`config.mk`:
```
export PLATFORM = sky130hd
export DESIGN_NAME = mux_sel_arbiter
export DESIGN_NICKNAME = d
export VERILOG_FILES = /design/src/rtl/mux_sel_arbiter.sv
export SDC_FILE = /design/constraint.sdc
export NUM_CORES = 1
export LEC_CHECK = 0
export BUFFER_PORTS_ARGS = -buffer_cell sky130_fd_sc_hd__buf_2
export CAP_MARGIN = 20
export CORE_AREA = 2 2 39 41
export DETAILED_ROUTE_END_ITERATION = 10
export DIE_AREA = 0 0 41 43
export RECOVER_POWER = 100
export SYNTH_ARGS = -nofsm -noshare
export SYNTH_HDL_FRONTEND = slang
export SYNTH_SLANG_ARGS = --single-unit
```
`constraint.sdc`:
```
create_clock -name clk -period 3.4 [get_ports clk]
set_clock_uncertainty 0.05 [all_clocks]
set_input_delay 0.17 -clock clk [delete_from_list [all_inputs] [get_ports clk]]
set_output_delay 0.17 -clock clk [all_outputs]
set_load 0.02 [all_outputs]
```
`src/rtl/mux_sel_arbiter.sv`:
```
// mux_sel_arbiter: four-way round-robin arbiter that drives the 2-bit select
// of the datapath 4:1 mux, a one-hot grant and a qualifying valid.
// A grant is held until the owner pulses done or drops its request.
// Optional macro MUX_SEL_HOLD_TIMEOUT_EN adds a hold counter that forces a
// release after MAX_HOLD cycles and pulses timeout on that release.
module mux_sel_arbiter #(
  parameter int unsigned MAX_HOLD = 16
) (
  input  logic       clk,
  input  logic       rst_n,
  input  logic [3:0] req,
  input  logic       done,
  output logic [1:0] sel,
  output logic [3:0] grant,
  output logic       valid,
  output logic       timeout
);

  typedef enum logic {IDLE, GRANT} state_t;

  state_t     state_q, state_d;
  logic [1:0] ptr_q, ptr_d;
  logic [1:0] sel_q, sel_d;
  logic [3:0] grant_q, grant_d;
  logic       valid_q, valid_d;

  logic [1:0] win;
  logic       any_req;
  logic       release_c;
  logic       hold_expired;

  if (MAX_HOLD < 2 || MAX_HOLD > 255) begin : g_max_hold_range
    $error("mux_sel_arbiter: MAX_HOLD must be in 2..255");
  end

  assign any_req   = |req;
  assign release_c = done | ~req[sel_q];

  // Round-robin winner: first set request scanning ptr+1 .. ptr+4 (mod 4).
  // Iterating from the farthest slot down lets the nearest slot win last.
  always_comb begin
    logic [1:0] idx;
    win = ptr_q;
    idx = ptr_q;
    for (int unsigned k = 4; k >= 1; k--) begin
      idx = ptr_q + k[1:0];
      if (req[idx]) win = idx;
    end
  end

`ifdef MUX_SEL_HOLD_TIMEOUT_EN
  localparam int unsigned CW = $clog2(MAX_HOLD + 1);

  logic [CW-1:0] cnt_q, cnt_d;
  logic          timeout_q, timeout_d;

  assign hold_expired = (state_q == GRANT) && (cnt_q == CW'(MAX_HOLD - 1));

  // Hold counter: cleared on a new grant, counts held cycles; a normal
  // release on the expiry edge suppresses the timeout pulse.
  always_comb begin
    cnt_d     = cnt_q;
    timeout_d = 1'b0;
    if (state_q == IDLE) begin
      if (any_req) cnt_d = '0;
    end else if (!release_c) begin
      if (hold_expired) timeout_d = 1'b1;
      else              cnt_d     = cnt_q + CW'(1);
    end
  end

  // Hold counter and timeout pulse registers.
  always_ff @(posedge clk or negedge rst_n) begin
    if (!rst_n) begin
      cnt_q     <= '0;
      timeout_q <= 1'b0;
    end else begin
      cnt_q     <= cnt_d;
      timeout_q <= timeout_d;
    end
  end

  assign timeout = timeout_q;
`else
  assign hold_expired = 1'b0;
  assign timeout      = 1'b0;
`endif

  // Next-state and output logic for the IDLE/GRANT machine.
  always_comb begin
    state_d = state_q;
    ptr_d   = ptr_q;
    sel_d   = sel_q;
    grant_d = grant_q;
    valid_d = valid_q;
    unique case (state_q)
      IDLE: begin
        if (any_req) begin
          state_d = GRANT;
          sel_d   = win;
          ptr_d   = win;
          grant_d = 4'b0001 << win;
          valid_d = 1'b1;
        end
      end
      GRANT: begin
        if (release_c || hold_expired) begin
          state_d = IDLE;
          grant_d = '0;
          valid_d = 1'b0;
        end
      end
      default: state_d = IDLE;
    endcase
  end

  // State, pointer and output registers.
  always_ff @(posedge clk or negedge rst_n) begin
    if (!rst_n) begin
      state_q <= IDLE;
      ptr_q   <= 2'b11;
      sel_q   <= 2'b00;
      grant_q <= '0;
      valid_q <= 1'b0;
    end else begin
      state_q <= state_d;
      ptr_q   <= ptr_d;
      sel_q   <= sel_d;
      grant_q <= grant_d;
      valid_q <= valid_d;
    end
  end

  assign sel   = sel_q;
  assign grant = grant_q;
  assign valid = valid_q;

endmodule

```
==> qor.txt, run 1 <==
Critical path data arrival time: 1780 ps
Largest net degree at the start of global routing: 11
Post-synthesis cell area: 509.2 sq um
Die Y: 43 um
Initial antenna violation count: 0
Multi-input gate area: 245.2 sq um
Startpoint types: flop
Setup TNS: 0 ps
Hold Path Class: input port to flop
Routed Antenna Nets: 0
Layout cells sized above 1: 23.33%
Max-slew violation count: 0
Status: completed
First-pass GRT wire length: 1649 um
Synth area leaders: dfrtp_1 (39%), dfstp_2 (10%), o21a_1 (5.9%), mux4_2 (4.4%), a22o_1 (3.4%)
H-tree depth: 1
Ys async rst share: 100.0%
Final hold violation count: 0
Syn avg cell area: 11.57 sq um
Worst Setup Path Type: flop to flop
GRT overflow: 0
Worst-path clk slew: 60 ps
Drt wl/cell: 13.46 um
Synth area leader: dfrtp_1
DRT iter0 DRCs: 6
Worst-case clock buffer depth: 2
Yosys top cell area share: 39.31%
# IOs: 15
Synthesized flop and latch total: 10
Distinct cell type count after synthesis: 26
Number of port buffers: 13
Worst-path fanout max: 5
CP Capture Type: flop
Clock root buffer: clkbuf_4
Final Cycle Share: 49.27%
GP Congestion: 0.7393
Routed vias: 423
CTS tree: yes
All-layer global routing usage: 14.49%
Post-synth top flop: dfrtp_1
Clock latency on the worst-skew pair: 260 ps
Power density over cell area: 929.6 mW/mm^2
Yosys warnings: 0
Slew Limit Headroom: 64.08%
Peak VDD IR: 377.3 uV
CTS Buf Count: 3
Most numerous cell in the Yosys netlist: dfrtp_1
DP HPWL: 783.7 um
Register area share after synthesis: 49.63%
Via/cell ratio: 5.566
Final Util: 44.03%
Core Box Area: 0.001384 sq mm
Final #Nets: 69
DRC Markers: 0
CP required: 3510 ps
Static Leak: 0.2512 nW
Area Growth Syn to Fin: 19.66%
Width of the die: 41 um
# Max-Cap Violations: 0
Commonest cells in the netlist: dfrtp_1 (8), nand2_1 (4), o21a_1 (4)
Fmax: 0.5969 GHz
Antenna cell count: 0
RSZ-0062 raised after global routing: no
Clk sinks: 10
Vias in the first global route: 380
Register area: 252.7 sq um
Post-synth EDFFs: 0
# rows: 14
Setup bufs post-CTS: 0
WL final: 1023 um
Final min period: 1675 ps
Measured slew at the worst slew-check pin: 538.7 ps
Filler instances: 136
Syn nets: 51
Die Area: 0.001763 sq mm
# setup viols final: 0
Post-Syn Instances: 44
DR pass1 iterations: 4
Starting density of the core: 36.80%
## where the power goes
| part | internal (mW) | switching [mW] |
|---|---|---|
| Sequential | 0.183 | 0.0540 |
| Combinational | 0.105 | 0.147 |
| Clock | 0.0407 | 0.0373 |
## metrics by stage
stage	hold slack [ps]	power (mW)	worst slack, ps	cells	area (sq um)
floorplan	-175.6	0.4255	1873	44	509.2
global placement	-12.25	0.5058	1717	72	586.8
detailed placement	-7.634	0.5076	1732	72	586.8
CTS	134.4	0.5895	1725	76	619.3
global route	152.9	0.6086	1630	76	609.3
finish	133.0	0.5665	1725	76	609.3
## final timing paths
check | end | start | depth (start not counted) | slack [ps]
max | sel[1]$_DFFE_PN0P_ | ptr_q[0]$_DFFE_PN1P_ | 4 | 1720
min | valid$_DFFE_PN0P_ | done | 3 | 130
max reg2reg | sel[1]$_DFFE_PN0P_ | ptr_q[0]$_DFFE_PN1P_ | 4 | 1720
min reg2reg | grant[0]$_DFFE_PN0P_ | grant[0]$_DFFE_PN0P_ | 1 | 440
max in group asynchronous | ptr_q[0]$_DFFE_PN1P_ | rst_n | 2 | 2580
min in group asynchronous | sel[0]$_DFFE_PN0P_ | rst_n | 2 | 360
## layer usage
metal | track usage, % | wire length [um] | up-vias
met5 | 0 | 0 | -
met1 | 19.32 | 464 | 203
li1 | - | - | 202
met2 | 19.06 | 461 | 14
met4 | 10.00 | 29 | 0
met3 | 4.712 | 68 | 4
## area by class of cell
cell class                 instances  share of cell area [%]
tap                               16                   3.285
sequential                        10                   41.48
timing repair buffer              14                   10.68
inverter                           1                  0.6160
clock buffer                       3                   3.696
multi-input combinational         32                   40.25
## critical path, stage by stage (launching register included)
cell and delay [ps]:
dfstp_1 580, and3b_2 230, o31ai_1 450, nand2_1 140
o21a_1 120
## registers in the layout, indices dropped and copies added, names as in the netlist
name,flops
sel,2
state_q,1
grant,4
valid,1
ptr_q,2
## cell families (layout without fill, tap and decap cells)
logic type	after synthesis	count (layout)	synth area share, %
AOI/OAI and AO/OA	15	15	23.10
buffers and inverters	2	18	2.211
muxes	2	2	6.388
DFF	10	10	49.63
and+or+nand+nor	14	14	17.94
other	1	1	0.7364
## timing repair
| item | in CTS | in global routing |
|---|---|---|
| gates resized for setup | 0 | 0 |
| endpoints found under the setup margin | 0 | 0 |
| endpoints found under the hold margin | 10 | 0 |
| hold buffers | 1 | 0 |
## cells in the final DEF (no fill, tap or decap), types with 2 or more instances in the layout
master,count
nand3b_1,2
dfrtp_1,8
o2bb2ai_1,2
dfstp_1,2
a22o_1,2
o21a_1,4
nand2_1,4
clkbuf_1,8
clkbuf_4,3
buf_2,5
nor2_1,2
No activity file was read; power rests on OpenSTA's default activity.
==> run 2: changes to the inputs <==
Clock period 3.4 ns to 1.35 ns, I/O delays scaled along.
==> qor.txt, run 2 (synthesis results as in run 1) <==
DP Cell Count: 76 (was 72)
# rows: 14 (unchanged)
Clk sinks: 10 (unchanged)
Failing checks: negative setup slack
CP Capture Type: flop (unchanged)
Commonest non-fill, non-tap cell in the layout: clkbuf_1
Slew Limit Headroom: 64.67% (was 64.08%)
Number of port buffers: 13 (unchanged)
H-tree depth: 1 (unchanged)
Multi-input gate area: 272.8 sq um (was 245.2 sq um)
Width of the die: 41 um (unchanged)
Fmax: 0.6875 GHz (was 0.5969 GHz)
Max reg flops: 4 (unchanged)
Worst-path clk slew: 80 ps (was 60 ps)
WL final: 1080 um (was 1023 um)
CTS Buf Count: 3 (unchanged)
Power density over cell area: 2438 mW/mm^2 (was 929.6 mW/mm^2)
Critical path data arrival time: 1570 ps (was 1780 ps)
Max-slew violation count: 0 (unchanged)
Routed vias: 427 (was 423)
Peak VDD IR: 1231 uV (was 377.3 uV)
# Max-Cap Violations: 0 (unchanged)
Status: finished with violations (was completed)
CTS tree: yes (unchanged)
Most frequent cells in the layout: clkbuf_1 (9), dfrtp_1 (7), buf_2 (5) (was dfrtp_1 (8), clkbuf_1 (8), buf_2 (5))
GP Congestion: 0.8642 (was 0.7393)
Total chip power: 1.638 mW (was 0.5665 mW)
Clock latency on the worst-skew pair: 280 ps (was 260 ps)
Worst setup margin: -104.6 ps (was 1725 ps)
Area Growth Syn to Fin: 31.94% (was 19.66%)
# IOs: 15 (unchanged)
Worst-path fanout max: 7 (was 5)
Register area: 254.0 sq um (was 252.7 sq um)
Pre-CTS setup slack: -175.6 ps (was 1732 ps)
Layout cells sized above 1: 36.92% (was 23.33%)
Core Box Area: 0.001384 sq mm (unchanged)
Via/cell ratio: 5.272 (was 5.566)
Clock root buffer: clkbuf_4 (unchanged)
Die Y: 43 um (unchanged)
WHS: 13.71 ps (was 133.0 ps)
Measured slew at the worst slew-check pin: 530.0 ps (was 538.7 ps)
Setup bufs post-CTS: 0 (unchanged)
Hold Path Class: input port to flop (unchanged)
First-pass GRT wire length: 1856 um (was 1649 um)
Final Cell Area: 671.9 sq um (was 609.3 sq um)
GRT overflow: 0 (unchanged)
Final Cycle Share: 107.7% (was 49.27%)
DRT iter0 DRCs: 5 (was 6)
Filler instances: 142 (was 136)
All-layer global routing usage: 16.60% (was 14.49%)
Final #Nets: 73 (was 69)
Worst Setup Path Type: flop to flop (unchanged)
DR pass1 iterations: 4 (unchanged)
Largest net degree at the start of global routing: 11 (unchanged)
Starting density of the core: 36.80% (unchanged)
Final min period: 1455 ps (was 1675 ps)
Antenna cell count: 0 (unchanged)
Drt wl/cell: 13.33 um (was 13.46 um)
Die Area: 0.001763 sq mm (unchanged)
Routed Antenna Nets: 0 (unchanged)
Startpoint types: flop (unchanged)
CP required: 1470 ps (was 3510 ps)
Dpl cell area: 631.9 sq um (was 586.8 sq um)
# setup viols final: 6 (was 0)
RSZ-0062 raised after global routing: yes (was no)
Final hold violation count: 0 (unchanged)
Non-Filler Instances: 81 (was 76)
Worst-case clock buffer depth: 2 (unchanged)
Static Leak: 0.2824 nW (was 0.2512 nW)
Vias in the first global route: 432 (was 380)
Initial antenna violation count: 0 (unchanged)
DRC Markers: 0 (unchanged)
==> run 2: layout make-up <==
| cell class | instances | area share [%] |
|---|---|---|
| inverter | 1 | 0.5587 |
| sequential | 10 | 37.80 |
| timing repair buffer | 18 | 14.15 |
| multi-input combinational | 32 | 40.60 |
| tap | 16 | 2.980 |
| clock buffer | 4 | 3.911 |
==> run 2: repair_timing <==
item,CTS,global route
pin swaps,5,2
hold buffers,1,0
gates resized for setup,2,1
endpoints found under the hold margin,10,0
setup endpoints to repair,7,8
==> run 2: power breakdown <==
part	internal, mW	switching (mW)
Sequential	0.472	0.151
Clock	0.114	0.106
Combinational	0.379	0.415
==> run 2: final timing paths <==
kind                                      startpoint  cells past startpoint  slack [ps]                    to
worst max-delay path            ptr_q[1]$_DFFE_PN1P_                      3        -100  grant[3]$_DFFE_PN0P_
worst min register to register  grant[2]$_DFFE_PN0P_                      1         430  grant[2]$_DFFE_PN0P_
min in group asynchronous                      rst_n                      2         220     state_q$_DFF_PN0_
worst max register to register  ptr_q[1]$_DFFE_PN1P_                      3        -100  grant[3]$_DFFE_PN0P_
worst min-delay path                            done                      3          10     valid$_DFFE_PN0P_
max in group asynchronous                      rst_n                      2         620    sel[1]$_DFFE_PN0P_
==> run 2: per-stage QoR <==
step | TNS [ps] | utilization (%)
global placement | -703.3 | 45.66
floorplan | -390.8 | -
CTS | -394.8 | 48.92
detailed placement | -797.1 | 45.66
finish | -309.3 | 48.55
global route | -962.6 | 48.55
==> run 2: worst max-delay path, cell delays in order, from the launching register on <==
cell and delay, ps:
dfstp_2 610, a21oi_1 140, o31a_1 320, a22o_1 240
==> run 2: layer usage <==
layer | vias up | GRT usage (%) | routed length, um
met5 | - | 0 | 0
met4 | 0 | 8.000 | 22
met3 | 4 | 9.424 | 54
met2 | 9 | 24.38 | 555
met1 | 205 | 18.52 | 448
li1 | 209 | - | -
